===== src/rtl/event_capture_fifo_pkg.sv =====
// ----------------------------------------------------------------------------
// event_capture_fifo_pkg
//   Shared definitions for the event capture FIFO.
//   - Default widths/depth used as parameter defaults by the top and the FIFO.
//   - Helper functions that describe the layout of one stored entry:
//       entry = { timestamp[TS_W-1:0], in_1bit, in_8bit[DATA_W-1:0] }
//     The data bus sits at the bottom, the single bit directly above it, and
//     the timestamp occupies the top TS_W bits.
// ----------------------------------------------------------------------------
package event_capture_fifo_pkg;

    localparam int DEFAULT_DATA_W     = 8;
    localparam int DEFAULT_TS_W       = 16;
    localparam int DEFAULT_DEPTH_LOG2 = 4;

    // Total width of one FIFO entry.
    function automatic int entry_w(input int ts_w, input int data_w);
        return ts_w + 1 + data_w;
    endfunction

    // LSB of the data-bus field inside an entry.
    function automatic int data_lsb(input int data_w);
        return (data_w > 0) ? 0 : 0;
    endfunction

    // Position of the single-bit field inside an entry.
    function automatic int bit_pos(input int data_w);
        return data_w;
    endfunction

    // LSB of the timestamp field inside an entry.
    function automatic int ts_lsb(input int data_w);
        return data_w + 1;
    endfunction

endpackage


===== src/rtl/event_capture_fifo_sync_fifo_sa.sv =====
// ----------------------------------------------------------------------------
// sync_fifo_sa
//   Show-ahead synchronous FIFO. The head entry is presented combinationally
//   whenever the FIFO is not empty, so a consumer sees data in the same cycle
//   that it becomes available and pops it with a single-cycle strobe.
//
// Ports
//   clk        in   1              clock, rising edge
//   rst        in   1              asynchronous active-high reset (pointers only)
//   push       in   1              write request
//   push_data  in   WIDTH          data written on push
//   pop        in   1              read request; ignored while empty
//   head       out  WIDTH          head entry, forced to 0 while empty
//   empty      out  1              no entries stored
//   full       out  1              2**DEPTH_LOG2 entries stored
//   level      out  DEPTH_LOG2+1   number of entries stored
//
// A push while full is accepted only if a pop happens in the same cycle; the
// caller is responsible for any bookkeeping of rejected pushes.
// ----------------------------------------------------------------------------
module sync_fifo_sa
    import event_capture_fifo_pkg::*;
#(
    parameter int WIDTH      = 8,
    parameter int DEPTH_LOG2 = DEFAULT_DEPTH_LOG2
) (
    input  logic                  clk,
    input  logic                  rst,
    input  logic                  push,
    input  logic [WIDTH-1:0]      push_data,
    input  logic                  pop,
    output logic [WIDTH-1:0]      head,
    output logic                  empty,
    output logic                  full,
    output logic [DEPTH_LOG2:0]   level
);

    localparam int DEPTH = 1 << DEPTH_LOG2;

    // Storage is intentionally not reset; the head is masked while empty.
    logic [WIDTH-1:0]    mem [DEPTH];

    // One extra MSB distinguishes full from empty when the addresses match.
    logic [DEPTH_LOG2:0] wr_ptr;
    logic [DEPTH_LOG2:0] rd_ptr;
    logic                do_pop;
    logic                do_push;

    assign empty   = (wr_ptr == rd_ptr);
    assign full    = (wr_ptr[DEPTH_LOG2] != rd_ptr[DEPTH_LOG2]) &&
                     (wr_ptr[DEPTH_LOG2-1:0] == rd_ptr[DEPTH_LOG2-1:0]);
    assign level   = wr_ptr - rd_ptr;

    assign do_pop  = pop & ~empty;
    // When full, a simultaneous pop frees the slot being written, so the
    // write lands in the slot the head is leaving.
    assign do_push = push & (~full | do_pop);

    always_ff @(posedge clk or posedge rst) begin
        if (rst) begin
            wr_ptr <= '0;
            rd_ptr <= '0;
        end else begin
            if (do_push) begin
                wr_ptr <= wr_ptr + (DEPTH_LOG2+1)'(1);
            end
            if (do_pop) begin
                rd_ptr <= rd_ptr + (DEPTH_LOG2+1)'(1);
            end
        end
    end

    always_ff @(posedge clk) begin
        if (do_push) begin
            mem[wr_ptr[DEPTH_LOG2-1:0]] <= push_data;
        end
    end

    // Show-ahead: the head is read asynchronously so it is valid in the
    // cycle right after the write.
    assign head = empty ? '0 : mem[rd_ptr[DEPTH_LOG2-1:0]];

endmodule


===== src/rtl/event_capture_fifo.sv =====
// ----------------------------------------------------------------------------
// event_capture_fifo
//   Samples a 1-bit line and a DATA_W-bit bus, detects every change of the
//   combined value and records {timestamp, in_1bit, in_8bit} in a show-ahead
//   FIFO that readout logic drains with rd_en.
//
// Ports
//   clk           in   1             clock, rising edge
//   rst           in   1             asynchronous active-high reset
//   in_1bit       in   1             monitored single-bit line (clk-synchronous)
//   in_8bit       in   DATA_W        monitored bus (clk-synchronous)
//   rd_en         in   1             pop request, honoured only when rd_valid
//   clr_overflow  in   1             clears the sticky overflow flag
//   rd_valid      out  1             head entry present
//   rd_timestamp  out  TS_W          head entry timestamp
//   rd_data_1bit  out  1             head entry in_1bit value
//   rd_data_8bit  out  DATA_W        head entry in_8bit value
//   fill_level    out  DEPTH_LOG2+1  number of stored entries
//   full          out  1             FIFO holds 2**DEPTH_LOG2 entries
//   overflow      out  1             sticky: an event was dropped while full
//
// Timing: a value sampled into s1 at edge k raises the event in the following
// cycle, and the entry is written at edge k+1 carrying the timestamp value
// ts_cnt had after edge k (which equals k edges after reset release).
// ----------------------------------------------------------------------------
module event_capture_fifo
    import event_capture_fifo_pkg::*;
#(
    parameter int DATA_W     = DEFAULT_DATA_W,
    parameter int TS_W       = DEFAULT_TS_W,
    parameter int DEPTH_LOG2 = DEFAULT_DEPTH_LOG2
) (
    input  logic                  clk,
    input  logic                  rst,
    input  logic                  in_1bit,
    input  logic [DATA_W-1:0]     in_8bit,
    input  logic                  rd_en,
    input  logic                  clr_overflow,
    output logic                  rd_valid,
    output logic [TS_W-1:0]       rd_timestamp,
    output logic                  rd_data_1bit,
    output logic [DATA_W-1:0]     rd_data_8bit,
    output logic [DEPTH_LOG2:0]   fill_level,
    output logic                  full,
    output logic                  overflow
);

    localparam int ENTRY_W  = entry_w(TS_W, DATA_W);
    localparam int DATA_LSB = data_lsb(DATA_W);
    localparam int BIT_POS  = bit_pos(DATA_W);
    localparam int TS_LSB   = ts_lsb(DATA_W);

    logic [TS_W-1:0]    ts_cnt;
    logic [DATA_W:0]    s1;
    logic [DATA_W:0]    s2;
    logic               warm;
    logic               primed;
    logic               capture_event;
    logic               drop;
    logic               fifo_empty;
    logic               fifo_full;
    logic [ENTRY_W-1:0] wr_entry;
    logic [ENTRY_W-1:0] head_entry;

    // Sampler and timestamp. s2 only holds a real sample after the second
    // edge following reset release, so primed trails the first sample by one
    // edge: the very first sample acts as the baseline and is never compared
    // against the reset value of s2.
    always_ff @(posedge clk or posedge rst) begin
        if (rst) begin
            ts_cnt <= '0;
            s1     <= '0;
            s2     <= '0;
            warm   <= 1'b0;
            primed <= 1'b0;
        end else begin
            ts_cnt <= ts_cnt + TS_W'(1);
            s1     <= {in_1bit, in_8bit};
            s2     <= s1;
            warm   <= 1'b1;
            primed <= warm;
        end
    end

    assign capture_event = primed & (s1 != s2);
    assign wr_entry      = {ts_cnt, s1};

    // An event is lost only when the FIFO is full and no pop frees a slot
    // in the same cycle.
    assign drop = capture_event & fifo_full & ~(rd_en & ~fifo_empty);

    // Sticky overflow; a drop in the same cycle as a clear keeps it set.
    always_ff @(posedge clk or posedge rst) begin
        if (rst) begin
            overflow <= 1'b0;
        end else if (drop) begin
            overflow <= 1'b1;
        end else if (clr_overflow) begin
            overflow <= 1'b0;
        end
    end

    sync_fifo_sa #(
        .WIDTH      (ENTRY_W),
        .DEPTH_LOG2 (DEPTH_LOG2)
    ) u_fifo (
        .clk        (clk),
        .rst        (rst),
        .push       (capture_event),
        .push_data  (wr_entry),
        .pop        (rd_en),
        .head       (head_entry),
        .empty      (fifo_empty),
        .full       (fifo_full),
        .level      (fill_level)
    );

    assign rd_valid     = ~fifo_empty;
    assign full         = fifo_full;
    assign rd_timestamp = head_entry[TS_LSB +: TS_W];
    assign rd_data_1bit = head_entry[BIT_POS];
    assign rd_data_8bit = head_entry[DATA_LSB +: DATA_W];

endmodule

===== config.mk =====
export PLATFORM = sky130hd
export DESIGN_NAME = event_capture_fifo
export DESIGN_NICKNAME = d
export VERILOG_FILES = /design/src/rtl/event_capture_fifo_pkg.sv /design/src/rtl/event_capture_fifo_sync_fifo_sa.sv /design/src/rtl/event_capture_fifo.sv
export SDC_FILE = /design/constraint.sdc
export NUM_CORES = 1
export LEC_CHECK = 0
export ABC_AREA = 1
export BUFFER_PORTS_ARGS = -buffer_cell sky130_fd_sc_hd__buf_4
export CORE_ASPECT_RATIO = 0.7
export CORE_UTILIZATION = 56
export DETAILED_ROUTE_END_ITERATION = 7
export GPL_TIMING_DRIVEN = 0
export PLACE_DENSITY = 0.75
export RECOVER_POWER = 25
export SKIP_LAST_GASP = 1
export SLEW_MARGIN = 20
export SYNTH_ARGS = -nofsm -noshare
export SYNTH_HDL_FRONTEND = slang
export SYNTH_SLANG_ARGS = --single-unit
export TNS_END_PERCENT = 20

===== constraint.sdc =====
create_clock -name clk -period 3.7 [get_ports clk]
set_input_delay 0.555 -clock clk [delete_from_list [all_inputs] [get_ports clk]]
set_output_delay 0.555 -clock clk [all_outputs]
set_load 0.01 [all_outputs]

==> summary.md <==
| Metric | Value |
|---|---|
| Status | `complete, but fails checks` |
| Failing checks | `max-capacitance violations, max-slew violations` |
| Hold-fix buffers, CTS | `0` |
| DR DRC count | `0` |
| Die Wd | `217.3 um` |
| Vias | `12.07k` |
| Max incr delay on CP | `0.67 ns` |
| Worst EP required | `3.14 ns` |
| Reg2Reg Depth | `12` |
| Cells along the critical path | `buf_2 > nand2_1 > clkinv_1 > buf_1 > nand2_1 > nand2_1 > inv_1 > a21oi_1 > buf_4` |
| Fmax achieved | `276.9 MHz` |
| Root Driver | `clkbuf_16` |
| First-pass iteration count of the detailed router | `5` |
| Largest net degree at the start of global routing | `26` |
| Max FO, Critical Path | `10` |
| Pwr Density | `801.2 mW/mm^2` |
| Tightest Hold Check Type | `in2reg` |
| Reg-to-reg critical path startpoint | `u_fifo.rd_ptr[1]` |
| Synth Register Bits | `447` |
| CTS tree | `built` |
| Pins Over Slew Limit | `25` |
| Critical path capture point | `rd_timestamp[6]` |
| Initial Util | `0.5758` |
| Critical path startpoint | `u_fifo.rd_ptr[2]` |
| Via-to-Cell Ratio | `5.739` |
| Register area share after synthesis | `0.7258` |
| Yosys top cell area share | `0.6611` |
| Worst R2R Setup Slack | `0.22 ns` |
| WP depth | `9` |
| Max-Cap Viols | `1` |
| CTS Buf Count | `41` |
| Clock Latency Late Sink | `0.55 ns` |
| Slew @ Worst Pin | `1.627 ns` |
| Final setup fails | `0` |
| Vias in the first global route | `11.55k` |
| Fin util | `0.6629` |
| Total grt overflow | `0` |
| RD Place Congestion | `0.9174` |
| Final nets | `1,674` |
| I/O pins | `46` |
| Tot Pwr | `0.01676 W` |
| Hold Fails Final Rpt | `0` |
| Die area | `0.03318 sq mm` |
| Worst path most repeated cell | `nand2_1` |
| Syn Inst Count | `1,544` |
| Minimum clock period | `3.611 ns` |
| 1st-iter DRT viols | `1,596` |
| Worst slew margin | `-0.08465` |
| Antenna Nets Post-Route | `0` |
| Worst setup SP type | `register` |
| Antenna violations before repair | `0` |
| Die Ht | `152.7 um` |
| Syn avg cell area | `11.77 sq um` |
| Detailed-route wire length per cell | `21.67 um` |
| Rows | `54` |
| Core Region | `0.03155 sq mm` |
| Largest area contributor in the netlist | `edfxtp_1` |
| Post-synth cell types | `31` |
| Reg-to-reg endpoint | `u_fifo.mem[7][15]` |
| Delay-heaviest family, CP | `buffers and inverters` |
| CTS Buffer Depth | `3` |
| Crit path kind | `reg2out` |
| H-tree Lvls | `2` |
| RSZ-0062 raised after global routing | `no` |
| Worst path slowest cell | `buf_1` |
| CP bufs+invs | `5` |
| Post-Syn Area | `0.01817 sq mm` |
| Clk sink count | `447` |
| Hpwl dp | `29.99 mm` |
| Area growth, synth to finish | `15.12%` |
| CP Capture Type | `primary output` |
| # diodes | `0` |
| Synth area leaders | `edfxtp_1 66%, nor2_1 8.4%, dfrtp_1 6.5%` |
| Final setup skew | `0.01738 ns` |
| Peak VDD IR | `647.9 uV` |
| Yosys Warn Count | `0` |
| CP arrival | `3.06 ns` |
| Final Cycle Share | `0.9759` |
| Worst-path clk slew | `0.06 ns` |
| Share of cells above drive strength 1 | `0.1242` |
| Buffers on Ports | `45` |
| Pleak | `7.732 nW` |
| Syn_nets | `1,568` |
| WL final | `45.57 mm` |
| First-pass GRT wire length | `68.18 mm` |
| GRT Total Usage | `0.2790` |
## worst reg2reg max path, cell delays in order (launching register included)
cell and delay, ns:
dfrtp_1 0.44, buf_6 0.19, inv_2 0.10, buf_2 0.26
clkbuf_4 0.28, ha_1 0.27, nand4_1 0.16, buf_4 0.16
nor2_4 0.04, nand2_2 0.13, nand3_2 0.12, buf_4 0.27
nor2_4 0.66
## cell usage in the layout, fill, tap and decap left out, drive strengths merged, types with 3 or more instances in the layout
cell        n
nand4       7
bufinv      4
ha         10
xnor2      12
dfrtp      47
xor2       19
clkinvlp    3
edfxtp    400
o211ai     25
nand3      60
inv        56
buf       103
clkinv     13
a21oi      27
nand2     180
nor2      408
o21ai     205
clkbuf     99
## worst min path at each step
stage               startpoint      to  slack (ns)  depth (start not counted)
floorplan                 warm  primed        0.33                          0
global placement          warm  primed        0.34                          0
detailed placement        warm  primed        0.34                          0
CTS                        rst    warm        0.05                          2
global route        in_8bit[2]   s1[2]        0.12                          1
finish              in_8bit[2]   s1[2]        0.13                          1
## cell families (layout without fill, tap and decap cells)
group	count (synthesis)	in the layout	share of synthesized area
xor gates and xnor gates	31	31	0.01494
AOI/OAI and AO/OA	257	257	0.07444
buffers and inverters	139	278	0.03374
adders and majority gates	11	11	0.007988
and+or+nand+nor	658	658	0.1428
other	1	1	0.0002064
DFF	447	447	0.7258
## registers in the layout (all words and copies together) (netlist names)
name and cells:
s2 9, ts_cnt 16, u_fifo.rd_ptr 5, warm 1, u_fifo.mem 400, primed 1, s1 9, overflow 1
u_fifo.wr_ptr 5
## layer usage
metal	vias to the layer above	part of all wire	routed length [um]	track usage
met5	-	0	0	0
met4	0	0.018	807	0.07109
met3	66	0.12	5526	0.07605
met2	696	0.44	20150	0.4065
met1	5761	0.42	19090	0.4165
li1	5547	-	-	-
## what timing repair did
action,4_1_cts,5_1_grt
pin swaps,1,2
endpoints found under the setup margin,26,26
setup buffers,1,3
gates resized for setup,3,9
## stage by stage
stage	hold WS [ns]	setup TNS, ns	instances	worst slack [ns]	area [sq um]
2_1_floorplan	0.3312	0	1544	0.2633	18170
5_1_grt	0.1152	0	2103	0.02130	20920
4_1_cts	0.04658	0	2100	0.01320	20890
6_report	0.1277	0	2103	0.08914	20920
3_5_place_dp	0.3413	0	2023	0.1267	19490
3_3_place_gp	0.3352	-371.91	2009	-1.058	19030
## final cells by class
cell class | instances | area [sq um]
Sequential cell | 447 | 13190
Fill cell | 2271 | 10640
Multi-Input combinational cell | 958 | 4496
Clock buffer | 56 | 1165
Timing Repair Buffer | 63 | 694.4
Tap cell | 420 | 525.5
Buffer | 83 | 417.9
Clock inverter | 20 | 215.2
Inverter | 56 | 214.0
## cells in the mapped netlist
| cell type | instances |
|---|---|
| ha_1 | 10 |
| nor2_2 | 1 |
| buf_1 | 13 |
| inv_1 | 38 |
| clkbuf_1 | 30 |
| clkinv_1 | 2 |
| and3_1 | 1 |
| o21ai_1 | 44 |
| inv_2 | 16 |
| xnor2_1 | 12 |
| nand2_1 | 179 |
| xor2_1 | 19 |
| edfxtp_1 | 400 |
| buf_4 | 14 |
| nand3_1 | 59 |
| a21oi_1 | 26 |
| a21oi_2 | 1 |
| nand4_1 | 7 |
| buf_6 | 1 |
| buf_2 | 25 |
| conb_1 | 1 |
| dfrtp_1 | 47 |
| nand3_2 | 1 |
| nand2_2 | 1 |
| nor3_1 | 1 |
| nor2_4 | 2 |
| o21ai_0 | 161 |
| nand3b_1 | 1 |
| o211ai_1 | 25 |
| nor2_1 | 405 |
| fa_1 | 1 |
## power by group
part           internal, W  total [W]  switching (W)
registers          0.00583    0.00599       0.000156
logic              0.00218    0.00643        0.00425
clock network      0.00250    0.00434        0.00184
(Power assumes the default switching activity.)
